===== config.mk =====
export PLATFORM = sky130hd
export DESIGN_NAME = uart_rx_flat
export DESIGN_NICKNAME = d
export VERILOG_FILES = /design/src/rtl/uart_rx_if.sv /design/src/rtl/uart_rx.sv /design/src/flat_wrapper.sv
export SDC_FILE = /design/constraint.sdc
export NUM_CORES = 1
export LEC_CHECK = 0
export BUFFER_PORTS_ARGS = -buffer_cell sky130_fd_sc_hd__buf_2
export CORE_ASPECT_RATIO = 0.5
export CORE_MARGIN = 4
export CORE_UTILIZATION = 57
export DETAILED_ROUTE_END_ITERATION = 8
export GPL_TIMING_DRIVEN = 0
export PLACE_DENSITY = 0.9
export SYNTH_ARGS = -nofsm -noshare
export SYNTH_HDL_FRONTEND = slang
export SYNTH_SLANG_ARGS = --single-unit

===== constraint.sdc =====
create_clock -name CLK -period 2.5 [get_ports CLK]
set_clock_uncertainty 0.05 [all_clocks]
set_input_delay 0.125 -clock CLK [delete_from_list [all_inputs] [get_ports CLK]]
set_output_delay 0.125 -clock CLK [all_outputs]
set_load 0.005 [all_outputs]

===== src/rtl/uart_rx_if.sv =====
// Received-word bus from uart_rx to the receive FIFO / register block.
// master drives the word and flags; slave consumes them with no backpressure.
interface uart_rx_if;
    logic [7:0] RxData;
    logic       RxValid;
    logic       FrameErr;
    logic       ParityErr;
    logic       BreakErr;

    modport master (output RxData, RxValid, FrameErr, ParityErr, BreakErr);
    modport slave  (input  RxData, RxValid, FrameErr, ParityErr, BreakErr);
endinterface


===== src/rtl/uart_rx.sv =====
// UART receiver: 16x oversampled, centre-sampled, 5-8 data bits, stop-bit and break checks.
// Define UART_RX_PARITY_EN to build the parity state and ParityErr; otherwise PEN/EPS are ignored.
module uart_rx (
    input  logic       CLK,
    input  logic       RESETn,
    input  logic       Baud16,
    input  logic       En,
    input  logic       RxD,
    input  logic [1:0] WLEN,
    input  logic       PEN,
    input  logic       EPS,
    uart_rx_if.master  rx
);

    typedef enum logic [2:0] {
        StIdle,
        StStart,
        StData,
`ifdef UART_RX_PARITY_EN
        StParity,
`endif
        StStop,
        StWaitHi
    } state_t;

    state_t     state;
    logic       rxd_m;
    logic       rxd_s;
    logic [3:0] cnt;
    logic [2:0] bitidx;
    logic [7:0] data_q;
    logic [1:0] wlen_q;
    logic       last_bit;
    logic       brk;

`ifdef UART_RX_PARITY_EN
    logic       pen_q;
    logic       eps_q;
    logic       par_q;
    logic       par_err;

    assign par_err = pen_q & (((^data_q) ^ par_q) != ~eps_q);
    assign brk     = (data_q == 8'h00) & ~rxd_s & ~(pen_q & par_q);
`else
    logic       unused_cfg;

    assign unused_cfg = PEN ^ EPS;
    assign brk        = (data_q == 8'h00) & ~rxd_s;
`endif

    assign last_bit = (bitidx == ({1'b0, wlen_q} + 3'd4));

    // Synchroniser idles high so reset never looks like a start bit.
    always_ff @(posedge CLK or negedge RESETn) begin
        if (!RESETn) begin
            rxd_m <= 1'b1;
            rxd_s <= 1'b1;
        end else begin
            rxd_m <= RxD;
            rxd_s <= rxd_m;
        end
    end

    always_ff @(posedge CLK or negedge RESETn) begin
        if (!RESETn) begin
            state        <= StIdle;
            cnt          <= 4'd0;
            bitidx       <= 3'd0;
            data_q       <= 8'h00;
            wlen_q       <= 2'b00;
`ifdef UART_RX_PARITY_EN
            pen_q        <= 1'b0;
            eps_q        <= 1'b0;
            par_q        <= 1'b0;
`endif
            rx.RxData    <= 8'h00;
            rx.RxValid   <= 1'b0;
            rx.FrameErr  <= 1'b0;
            rx.ParityErr <= 1'b0;
            rx.BreakErr  <= 1'b0;
        end else begin
            rx.RxValid <= 1'b0;
            if (!En) begin
                state <= StIdle;
                cnt   <= 4'd0;
            end else if (Baud16) begin
                case (state)
                    StIdle: begin
                        if (!rxd_s) begin
                            state <= StStart;
                            cnt   <= 4'd0;
                        end
                    end
                    StStart: begin
                        cnt <= cnt + 4'd1;
                        if (cnt == 4'd7) begin
                            if (!rxd_s) begin
                                state  <= StData;
                                cnt    <= 4'd0;
                                bitidx <= 3'd0;
                                data_q <= 8'h00;
                                wlen_q <= WLEN;
`ifdef UART_RX_PARITY_EN
                                pen_q  <= PEN;
                                eps_q  <= EPS;
`endif
                            end else begin
                                state <= StIdle;
                            end
                        end
                    end
                    StData: begin
                        cnt <= cnt + 4'd1;
                        if (cnt == 4'd15) begin
                            data_q[bitidx] <= rxd_s;
                            bitidx         <= bitidx + 3'd1;
                            if (last_bit) begin
`ifdef UART_RX_PARITY_EN
                                state <= pen_q ? StParity : StStop;
`else
                                state <= StStop;
`endif
                            end
                        end
                    end
`ifdef UART_RX_PARITY_EN
                    StParity: begin
                        cnt <= cnt + 4'd1;
                        if (cnt == 4'd15) begin
                            par_q <= rxd_s;
                            state <= StStop;
                        end
                    end
`endif
                    StStop: begin
                        cnt <= cnt + 4'd1;
                        if (cnt == 4'd15) begin
                            rx.RxData    <= data_q;
                            rx.RxValid   <= 1'b1;
                            rx.FrameErr  <= ~rxd_s;
                            rx.BreakErr  <= brk;
`ifdef UART_RX_PARITY_EN
                            rx.ParityErr <= par_err;
`else
                            rx.ParityErr <= 1'b0;
`endif
                            state        <= rxd_s ? StIdle : StWaitHi;
                        end
                    end
                    // A held-low line must go high before another start can be seen.
                    StWaitHi: begin
                        if (rxd_s) begin
                            state <= StIdle;
                        end
                    end
                    default: state <= StIdle;
                endcase
            end
        end
    end

endmodule


===== src/flat_wrapper.sv =====
// flat-port wrapper written by rule: the top's interface ports become plain ports
module uart_rx_flat 
  (CLK, RESETn, Baud16, En, RxD, WLEN, PEN, EPS, rx_RxData, rx_RxValid, rx_FrameErr, rx_ParityErr, rx_BreakErr);
  uart_rx_if rx_i ();
  input  logic CLK;
  input  logic RESETn;
  input  logic Baud16;
  input  logic En;
  input  logic RxD;
  input  logic [1:0] WLEN;
  input  logic PEN;
  input  logic EPS;
  output wire logic [$bits(rx_i.RxData)-1:0] rx_RxData;
  output wire logic [$bits(rx_i.RxValid)-1:0] rx_RxValid;
  output wire logic [$bits(rx_i.FrameErr)-1:0] rx_FrameErr;
  output wire logic [$bits(rx_i.ParityErr)-1:0] rx_ParityErr;
  output wire logic [$bits(rx_i.BreakErr)-1:0] rx_BreakErr;
  assign rx_RxData = rx_i.RxData;
  assign rx_RxValid = rx_i.RxValid;
  assign rx_FrameErr = rx_i.FrameErr;
  assign rx_ParityErr = rx_i.ParityErr;
  assign rx_BreakErr = rx_i.BreakErr;
  uart_rx u_core (.CLK(CLK), .RESETn(RESETn), .Baud16(Baud16), .En(En), .RxD(RxD), .WLEN(WLEN), .PEN(PEN), .EPS(EPS), .rx(rx_i));
endmodule

### Word level (Yosys, flattened, before mapping)

Cells that the tools add are included.

* bits in registers: 33
* bits in latches: 0
* memory bits (writable): 0
* memory bits (read-only): 0
* input bits: 9
* word-level logic and storage cells: 78
* memories: 0

* $add $sub $neg: 3
* multiply operators: 0
* div/mod/pow operators: 0
* order comparisons: 2
* equality and inequality tests: 18
* shift operators: 0
* multiplexer cells: 32
* bitwise logic cells: 2
* reductions and logical operators: 10

Operator list (number)
* 3-bit 2-to-1 mux: 12
* 8-bit 2-to-1 mux: 3
* 4-bit 2-to-1 mux: 5
* 8-bit case mux with 2 select lines: 1
* 3-bit by 2-bit inequality test with 1-bit output, second input constant: 5
* 3-bit case mux with 5 select lines: 1
* 4-bit case mux with 3 select lines: 1
* 8-bit bitwise mux: 1
* 8-bit zero test: 1
* 7-bit AND reduction: 1
* 3-bit by 2-bit == test with 1-bit output, second input constant: 2
* 3-bit case mux with 2 select lines: 1
* 6-bit AND reduction: 1
* 1-bit 2-to-1 mux: 5
* 5-bit AND reduction: 1
* 4-bit by 1-bit adder with 4-bit output, second input constant: 1
* 4-bit by 3-bit == test with 1-bit output, second input constant: 1
* 4-bit == test, second input constant: 1
* 3-bit by 4-bit less-than comparator with 1-bit output, second input constant: 1
* 2-bit by 1-bit inequality test with 1-bit output, second input constant: 2
* 2-bit inequality test, second input constant: 2
* 4-bit by 2-bit inequality test with 1-bit output, second input constant: 1
* 4-bit AND reduction: 1
* 2-bit by 3-bit adder with 3-bit output, second input constant: 1
* 15 further kinds: 15

### Longest topological paths before layout

Gate-level depths: netlist (run 1).

* depth in word-level cells: 7
* gate-level depth with buffers: 6
* gate-level depth less buffers: 5

### Worst setup path after synthesis (run 1)

Ideal clock, no wire load.

* path kind: register -> register
* start point: reg u_core.cnt[0]
* end point: reg u_core.wlen_q[0]
* setup time: 0.127 ns
* arrival: 1.658 ns
* setup slack: 0.665 ns
* stages on the path, launching flop included: 6
* cells stage by stage: dfrtp_1 > ha_1 > and4bb_1 > o2111ai_4 > buf_6 > mux2_1

* word-level cells in the longest chain between the ends: 2

RTL lines
* start, declared: line uart_rx.sv:29 `logic [3:0] cnt;`
* start signal, assigned: line uart_rx.sv:95 `cnt <= cnt + 4'd1;`
* start signal, assigned: line uart_rx.sv:113 `cnt <= cnt + 4'd1;`
* start signal, assigned: line uart_rx.sv:136 `cnt <= cnt + 4'd1;`
* 4-bit by 3-bit == test with 1-bit output: line uart_rx.sv:96 `if (cnt == 4'd7) begin`
* 5-bit AND reduction (no source line)
* end signal, assigned: line uart_rx.sv:70 `wlen_q <= 2'b00;`
* end signal, assigned: line uart_rx.sv:102 `wlen_q <= WLEN;`
* end, declared: line uart_rx.sv:32 `logic [1:0] wlen_q;`

No other way between the ends.
A chain may end at the register's enable or synchronous reset.

### Final worst setup path (run 1)

Ends and elaborated chain as after synthesis.

==> results of run 1 <==
-- state kept, by name, indices dropped and copies added (netlist names) --
signal              flops
u_core.data_q           8
u_core.rxd_m            1
u_core.rx.BreakErr      1
u_core.rx.RxData        8
u_core.rxd_s            1
u_core.wlen_q           2
u_core.cnt              4
u_core.bitidx           3
u_core.rx.FrameErr      1
u_core.rx.RxValid       1
u_core.state            3
-- layout by cell type (no fill, tap or decap), types with 2 or more instances in the layout --
cell type and n:
nand2b_1 3, a2111oi_2 4, buf_4 2, dfstp_2 2
and3_1 3, inv_1 6, o21ai_0 3, buf_2 20
a21o_1 6, clkbuf_1 3, mux2_1 11, clkbuf_8 5
a22o_1 4, and2b_1 2, nand2_1 7, nand3_1 4
buf_6 2, nor4_1 2, a211oi_1 3, mux2i_1 6
xor2_1 2, nor2_1 4, dfrtp_1 31, bufinv_16 2
a21oi_1 5, o31ai_1 2, xnor2_1 2, o21ai_1 2
o2111ai_4 2, nor2b_1 3, nor3_1 2, ha_1 2
dlygate4sd3_1 2
-- routing by layer --
| layer | global-route usage [%] | vias up | share of wire [%] |
|---|---|---|---|
| met5 | 0 | - | 0 |
| met4 | 13.7 | 0 | 3.3 |
| met3 | 5.43 | 17 | 4.5 |
| met2 | 35.6 | 51 | 46 |
| met1 | 27.0 | 669 | 46 |
| li1 | - | 619 | - |
-- layout make-up --
| class | instances | share of cell area, % |
|---|---|---|
| timing repair buffer | 19 | 5.14 |
| tap | 37 | 2.26 |
| multi-input combinational | 103 | 41.1 |
| inverter | 7 | 1.29 |
| clock inverter | 3 | 3.18 |
| clock buffer | 5 | 3.37 |
| buffer | 10 | 3.12 |
| sequential | 33 | 40.5 |
-- Yosys cell counts (all sizes together), types with 3 or more instances --
| master | number | share of area [%] |
|---|---|---|
| clkbuf | 3 | 0.64 |
| buf | 7 | 3.0 |
| nor2 | 4 | 0.85 |
| and2b | 3 | 1.4 |
| a21oi | 5 | 1.4 |
| a211oi | 3 | 1.3 |
| nor2b | 3 | 1.1 |
| o21ai | 5 | 1.4 |
| mux2i | 6 | 3.4 |
| a21o | 6 | 2.6 |
| and3 | 3 | 1.1 |
| mux2 | 12 | 7.7 |
| inv | 7 | 1.5 |
| a2111oi | 4 | 3.4 |
| a22o | 4 | 2.0 |
| nand2 | 7 | 1.5 |
| nand2b | 3 | 1.1 |
| dfrtp | 31 | 44 |
| nand3 | 4 | 1.1 |
-- power breakdown --
group	switching, uW	leakage (uW)	internal (uW)
Clock	203	0.0000681	396
Combinational	89.8	0.000485	56.2
Sequential	9.42	0.000437	550
-- metrics by stage --
step           hold slack, ns  utilization [%]  total power (uW)  setup slack (ns)
2_1_floorplan          -0.221                -               667             0.665
3_3_place_gp            0.157             68.4               700             0.535
3_5_place_dp            0.170             68.4               705             0.498
4_1_cts              0.000746             73.9              1310             0.460
5_1_grt               0.00873             73.9              1360             0.330
6_report             -0.00295             73.9              1300             0.435
-- kinds of logic (layout without fill, tap and decap cells) --
logic type,Yosys count,after routing,synth area share (%)
AOI/OAI and AO/OA,40,40,20.3
and+or+nand+nor,38,38,12.8
DFF,33,33,47.1
muxes,18,18,11.1
buffers and inverters,17,44,5.12
xor gates and xnor gates,4,4,1.99
adders and majority gates,2,2,1.42
other,1,1,0.213
-- critical path: cells and delay by family (launching register included) --
kind                     cells  cell delay [ns]
buffers and inverters        1             0.21
flip-flops                   1             0.40
adder cells (fa/ha/maj)      1             0.28
AND/OR/NAND/NOR              1             0.29
multiplexers                 1             0.33
AO/OA/AOI/OAI                1             0.39
-- how the worst min path moves through the flow --
stage	startpoint	end	slack, ns	cells after the start
floorplan	RESETn	u_core.bitidx[0]	-0.22	0
global placement	RESETn	u_core.rx.RxData[5]	0.16	1
detailed placement	RESETn	u_core.rx.RxData[5]	0.17	1
CTS	WLEN[1]	u_core.wlen_q[1]	0.0007	2
global route	WLEN[1]	u_core.wlen_q[1]	0.009	2
finish	WLEN[1]	u_core.wlen_q[1]	-0.003	2
-- timing repair --
item / CTS / global route
hold endpoints to repair: 32 / 0
hold buffers: 2 / 0
resized for setup: 0 / 0
buffers inserted: 0 / 0
==> flow_summary.json, run 1 <==
{
  "grt_pass1_wl_mm": 6.49,
  "num_vias": 1356,
  "holdCritPathClass": "primary input to register",
  "setup_tns_ns": 0,
  "crit_end": "u_core.wlen_q[0]",
  "drv_slew": 0,
  "clk_pin_slew_worst_paths_ns": 0.07,
  "synth_cells": 153,
  "r2r-start": "u_core.cnt[0]",
  "crit_arrival_ns": 2.19,
  "fp.dieArea_um2": 4090,
  "critPathMaxStageDelay_ns": 0.40,
  "dpl.hpwl_mm": 2.47,
  "worst_slew_margin_rel_pct": 52.4,
  "area_growth_syn_to_layout_pct": 16.2,
  "cap_viol_max_count": 0,
  "design_area_um2": 2040,
  "crit_path_start_kind": "register",
  "clkLatencyLatePin_ns": 0.29,
  "finalCriticalPeriod_ns": 2.07,
  "drive_above_1_share_pct": 24.4,
  "path_class": "register to register",
  "h-tree-depth": 2,
  "place.gp.congestion": 0.897,
  "grt_pass1_vias": 1339,
  "synth_area_um2": 1760,
  "nets": 190,
  "start_util_pct": 63.6,
  "row_count": 13,
  "crit_path_cell_trace": "ha_1, and4bb_1, o2111ai_4, buf_6, mux2_1",
  "place_inst": 207,
  "hold_viol": 1,
  "leakage_uw": 0.000990,
  "worst_pin_slew_ns": 0.714,
  "fill_cells": 167,
  "ff2ff_path_depth": 5,
  "syn_area_per_cell_um2": 11.5,
  "die_x_um": 86.6,
  "vias_per_cell": 6.25,
  "cts_tree": "yes",
  "r2r_end": "u_core.wlen_q[0]",
  "cp_slowest_cell": "dfrtp_1",
  "synthFlopType": "dfrtp_1",
  "wirelength_mm": 3.81,
  "wire_per_inst_um": 17.6,
  "setup_viol": 0,
  "cts.sinks": 33,
  "ys_ff_latch": 33,
  "ys_warn_count": 0,
  "root_buffer": "clkbuf_8",
  "ys_seq_area_share_pct": 47.1,
  "crit_start": "u_core.cnt[0]",
  "first_iter_violations": 85,
  "first_pass_iters": 4,
  "cts_inserted_buffers": 5,
  "status": "complete, but fails checks",
  "fmax_ghz": 0.484,
  "worstPathRequired_ns": 2.62,
  "port_buffers": 17,
  "synth_edf_count": 0,
  "vdd_drop_max_mv": 0.414,
  "synthArstFlopShare_pct": 100,
  "synth_cell_types": 50,
  "post-route-period-util_pct": 82.6,
  "antenna_found_initial": 0,
  "seq_area_um2": 828,
  "rsz0062_at_grt": "no",
  "cp_max_fo": 10,
  "r2r_slack_ns": 0.43,
  "syn_nets": 164,
  "coreArea_um2": 2770,
  "violations": "hold timing",
  "gr-total-overflow": 0,
  "whs_ns": -0.00295,
  "grt_start_max_net_pins": 34,
  "end_kind": "register",
  "dieHeight_um": 47.3,
  "power_density_nw_per_um2": 638,
  "multi_input_area_um2": 841,
  "cts_max_path_buffers": 2,
  "place_area_um2": 1890,
  "ant_nets": 0,
  "final_cell_count_no_fill": 217,
  "drc": 0,
  "grt_usage_pct": 21.8,
  "pin_count": 21,
  "antenna_cells": 0
}
Power figures use the tool's default switching activity.
==> inputs of run 2 (changes only) <==
CORE_UTILIZATION = 51   (was 57)
PLACE_DENSITY = 0.86   (was 0.9)
clock period = 1.72 ns   (was 2.5 ns; I/O delays follow)
==> flow_summary.json, run 2 (synthesis results as in run 1) <==
{
  "pre_cts_ws_ns": -0.218,
  "setup_viol": 19,
  "design_area_um2": 2320,
  "drv_slew": 0,
  "violations": "setup timing",
  "grt_start_max_net_pins": 34,
  "drc": 0,
  "vdd_drop_max_mv": 0.469,
  "grt_pass1_wl_mm": 7.37,
  "leakage_uw": 0.00106,
  "root_buffer": "clkbuf_8",
  "crit_arrival_ns": 2.09,
  "min-delay-start": "En",
  "whs_ns": 0.125,
  "holdCritPathClass": "primary input to register",
  "clkLatencyLatePin_ns": 0.30,
  "drive_above_1_share_pct": 40.4,
  "status": "complete, but fails checks",
  "die_x_um": 91.1,
  "rsz0062_at_grt": "yes",
  "area_growth_syn_to_layout_pct": 31.9,
  "end_kind": "register",
  "grt_pass1_vias": 1445,
  "setup_tns_ns": -2.65,
  "worstPathRequired_ns": 1.86,
  "worst_pin_slew_ns": 0.767,
  "r2r-start": "u_core.cnt[0]",
  "place.gp.congestion": 0.866,
  "path_class": "register to register",
  "top_regs": "u_core.data_q x8, u_core.rx.RxData x8, u_core.cnt x4",
  "first_pass_iters": 4,
  "grt_usage_pct": 21.3,
  "final_common_cell": "dfrtp_1",
  "setup_slack_ns": -0.234,
  "ff2ff_path_depth": 5,
  "start_util_pct": 55.8,
  "row_count": 14,
  "antenna_cells": 0,
  "cts_max_path_buffers": 2,
  "gr-total-overflow": 0,
  "vias_per_cell": 6.58,
  "antenna_found_initial": 0,
  "worst_slew_margin_rel_pct": 48.8,
  "dpl.hpwl_mm": 2.44,
  "first_iter_violations": 101,
  "cp_max_fo": 7,
  "final_cell_mix": "dfrtp_1 (28), buf_2 (17), buf_4 (13)",
  "clk_pin_slew_worst_paths_ns": 0.07,
  "coreArea_um2": 3150,
  "port_buffers": 17,
  "place_area_um2": 1910,
  "fp.dieArea_um2": 4510,
  "post-route-period-util_pct": 114,
  "finalCriticalPeriod_ns": 1.95,
  "holdPathStages": 2,
  "hold_viol": 0,
  "wirelength_mm": 5.15,
  "fmax_ghz": 0.512,
  "finalPower_uw": 1890,
  "h-tree-depth": 2,
  "num_vias": 1532,
  "dieHeight_um": 49.5,
  "crit_start": "u_core.cnt[0]",
  "cts_tree": "yes",
  "crit_path_start_kind": "register",
  "nets": 203,
  "wire_per_inst_um": 22.1,
  "power_density_nw_per_um2": 816,
  "cts.sinks": 33,
  "pin_count": 21,
  "ant_nets": 0,
  "cap_viol_max_count": 0,
  "cts_inserted_buffers": 5
}
run 2: cell types whose count changed in the layout (fill, tap and decap cells not counted), moves of 3 or more:
cell       previous run  this run
a2111oi_2             4         0
a2111oi_4             0         4
buf_2                20        17
buf_4                 2        13
buf_6                 2         5
dfrtp_1              31        28
dfrtp_2               0         3
mux2_1               11         8
mux2_4                0         3
run 2: cell type report:
class,count,area (um2)
Multi-Input combinational cell,103,1000
Tap cell,40,50.0
Clock inverter,1,30.0
Buffer,9,75.1
Clock buffer,7,86.3
Timing Repair Buffer,33,219
Inverter,7,26.3
Fill cell,176,832
Sequential cell,33,832
run 2: final timing paths:
check / end / slack, ns
worst max-delay path: u_core.wlen_q[1] / -0.23
worst max register to register: u_core.wlen_q[1] / -0.23
min in group asynchronous: u_core.bitidx[0] / 0.34
worst min-delay path: u_core.state[1] / 0.13
worst min register to register: u_core.rxd_s / 0.31
max in group asynchronous: u_core.cnt[3] / 0.77
run 2: through the flow:
step / instances / utilization [%]
CTS: 229 / 69.4
floorplan: 153 / -
global placement: 210 / 60.5
finish: 233 / 73.6
global route: 233 / 73.6
detailed placement: 210 / 60.5
run 2: metal layers:
layer | global-route usage (%) | wire length (um)
met5 | 0 | 0
met1 | 26.8 | 2210
met4 | 7.50 | 159
met3 | 6.53 | 345
met2 | 35.3 | 2430
run 2: where the power goes:
part,internal [uW],switching (uW)
logic,121,176
registers,799,14.2
clock network,473,311
run 2: critical path, stage by stage (launching register included):
cell,delay [ns]
dfrtp_1,0.42
ha_4,0.19
and4bb_2,0.25
o2111ai_4,0.42
buf_6,0.21
mux2_4,0.30
run 2: what timing repair did:
action | 4_1_cts | 5_1_grt
endpoints found under the setup margin | 21 | 23
setup buffers | 8 | 4
pin swaps | 5 | 11
hold endpoints to repair | 34 | 0
hold buffers | 4 | 0
resized for setup | 12 | 20
==> inputs of run 3 (changes only) <==
CORE_ASPECT_RATIO = 2   (was 0.5)
RECOVER_POWER = 25   (was unset)
==> flow_summary.json, run 3 (synthesis results as in run 1) <==
{
  "cts_max_path_buffers": 2,
  "post-route-period-util_pct": 110,
  "nets": 207,
  "place_inst": 202,
  "r2r_end": "u_core.data_q[0]",
  "die_x_um": 49.5,
  "crit_path_start_kind": "register",
  "worst_pin_slew_ns": 0.793,
  "r2r_slack_ns": -0.17,
  "first_pass_iters": 4,
  "area_growth_syn_to_layout_pct": 30.9,
  "root_buffer": "clkbuf_8",
  "hold_viol": 0,
  "wirelength_mm": 4.35,
  "path_class": "register to register",
  "cts_tree": "yes",
  "whs_ns": 0.168,
  "wire_per_inst_um": 19.0,
  "pre_cts_ws_ns": -0.249,
  "gr-total-overflow": 0,
  "r2r-start": "u_core.state[0]",
  "drive_above_1_share_pct": 36.0,
  "grt_start_max_net_pins": 34,
  "dpl.hpwl_mm": 2.82,
  "cts.sinks": 33,
  "rsz0062_at_grt": "yes",
  "drc": 0,
  "h-tree-depth": 2,
  "final_util_pct": 69.0,
  "fp.dieArea_um2": 4510,
  "dieHeight_um": 91.1,
  "place.gp.congestion": 0.803,
  "pin_count": 21,
  "final_cell_count_no_fill": 229,
  "ant_nets": 0,
  "finalCriticalPeriod_ns": 1.89,
  "coreArea_um2": 3340,
  "drv_slew": 0,
  "crit_end": "u_core.data_q[0]",
  "setup_slack_ns": -0.173,
  "power_density_nw_per_um2": 797,
  "leakage_uw": 0.00105,
  "violations": "setup timing",
  "row_count": 30,
  "setup_viol": 15,
  "final_cell_mix": "dfrtp_1 (30), buf_4 (16), buf_2 (12)",
  "antenna_found_initial": 0,
  "vias_per_cell": 6.22,
  "fill_cells": 225,
  "cap_viol_max_count": 0,
  "vdd_drop_max_mv": 0.808,
  "grt_pass1_wl_mm": 6.72,
  "end_kind": "register",
  "crit_arrival_ns": 2.04,
  "grt_usage_pct": 19.3,
  "cts_inserted_buffers": 5,
  "antenna_cells": 0,
  "crit_start": "u_core.state[0]",
  "top_regs": "u_core.data_q x8, u_core.rx.RxData x8, u_core.cnt x4",
  "cp_max_fo": 10,
  "worst_slew_margin_rel_pct": 47.1,
  "ff2ff_path_depth": 5,
  "clkLatencyLatePin_ns": 0.29,
  "num_vias": 1424,
  "clk_pin_slew_worst_paths_ns": 0.07,
  "port_buffers": 17,
  "start_util_pct": 52.7,
  "worstPathRequired_ns": 1.87,
  "grt_pass1_vias": 1429,
  "final_common_cell": "dfrtp_1",
  "first_iter_violations": 53,
  "fmax_ghz": 0.528,
  "holdCritPathClass": "primary input to register",
  "status": "complete, but fails checks"
}
run 3: changes by cell type in the layout (fill, tap and decap cells not counted), moves of 2 or more:
cell,delta
dfrtp_1,+2
buf_4,+3
clkbuf_1,+5
dfrtp_2,-2
buf_2,-5
run 3: timing repair:
| item | in CTS | in global routing |
|---|---|---|
| hold endpoints to repair | 34 | 0 |
| pin swaps | 5 | 5 |
| endpoints found under the setup margin | 21 | 22 |
| setup buffers | 9 | 6 |
| gates resized for setup | 14 | 14 |
| hold buffers | 4 | 0 |
| cloned | 0 | 1 |
run 3: layout make-up:
type	instances	area, um2	area share, %
buffer	9	75.1	3.26
clock buffer	7	86.3	3.75
clock inverter	1	30.0	1.30
inverter	7	26.3	1.14
multi-input combinational	103	972	42.2
sequential	33	830	36.0
tap	32	40.0	1.74
timing repair buffer	37	244	10.6
run 3: per-layer routing:
metal / share of wire [%] / track usage (%) / wire length [um] / vias to the layer above
li1: - / - / - / 650
met1: 36 / 20.5 / 1540 / 707
met2: 57 / 34.4 / 2500 / 50
met3: 3.3 / 2.96 / 144 / 17
met4: 3.7 / 11.3 / 159 / 0
met5: 0 / 0 / 0 / -
run 3: through the flow:
step	power, uW	instance area [um2]	setup TNS, ns
after detailed placement	1030	1900	-2.96
after global placement	1020	1900	-2.10
final	1830	2300	-1.54
after global routing	1910	2300	-2.54
after CTS	1810	2190	-1.26
after floorplan	970	1770	-0.296
run 3: how the worst min path moves through the flow:
| stage | startpoint | endpoint | cells after the start |
|---|---|---|---|
| 3_3_place_gp | RESETn | u_core.cnt[1] | 1 |
| 6_report | En | u_core.state[1] | 2 |
| 3_5_place_dp | RESETn | u_core.cnt[0] | 1 |
| 5_1_grt | En | u_core.state[1] | 2 |
| 4_1_cts | En | u_core.state[1] | 2 |
| 2_1_floorplan | RESETn | u_core.bitidx[0] | 0 |
run 3: worst max-delay path: stages (launching register included):
cell       delay [ns]
dfrtp_1          0.37
buf_4            0.17
and2b_2          0.27
o2111ai_4        0.24
a2111oi_4        0.46
mux2i_1          0.25
run 3: power breakdown:
| part | switching [uW] | internal, uW |
|---|---|---|
| sequential | 14.6 | 799 |
| combinational | 159 | 116 |
| clock | 275 | 472 |
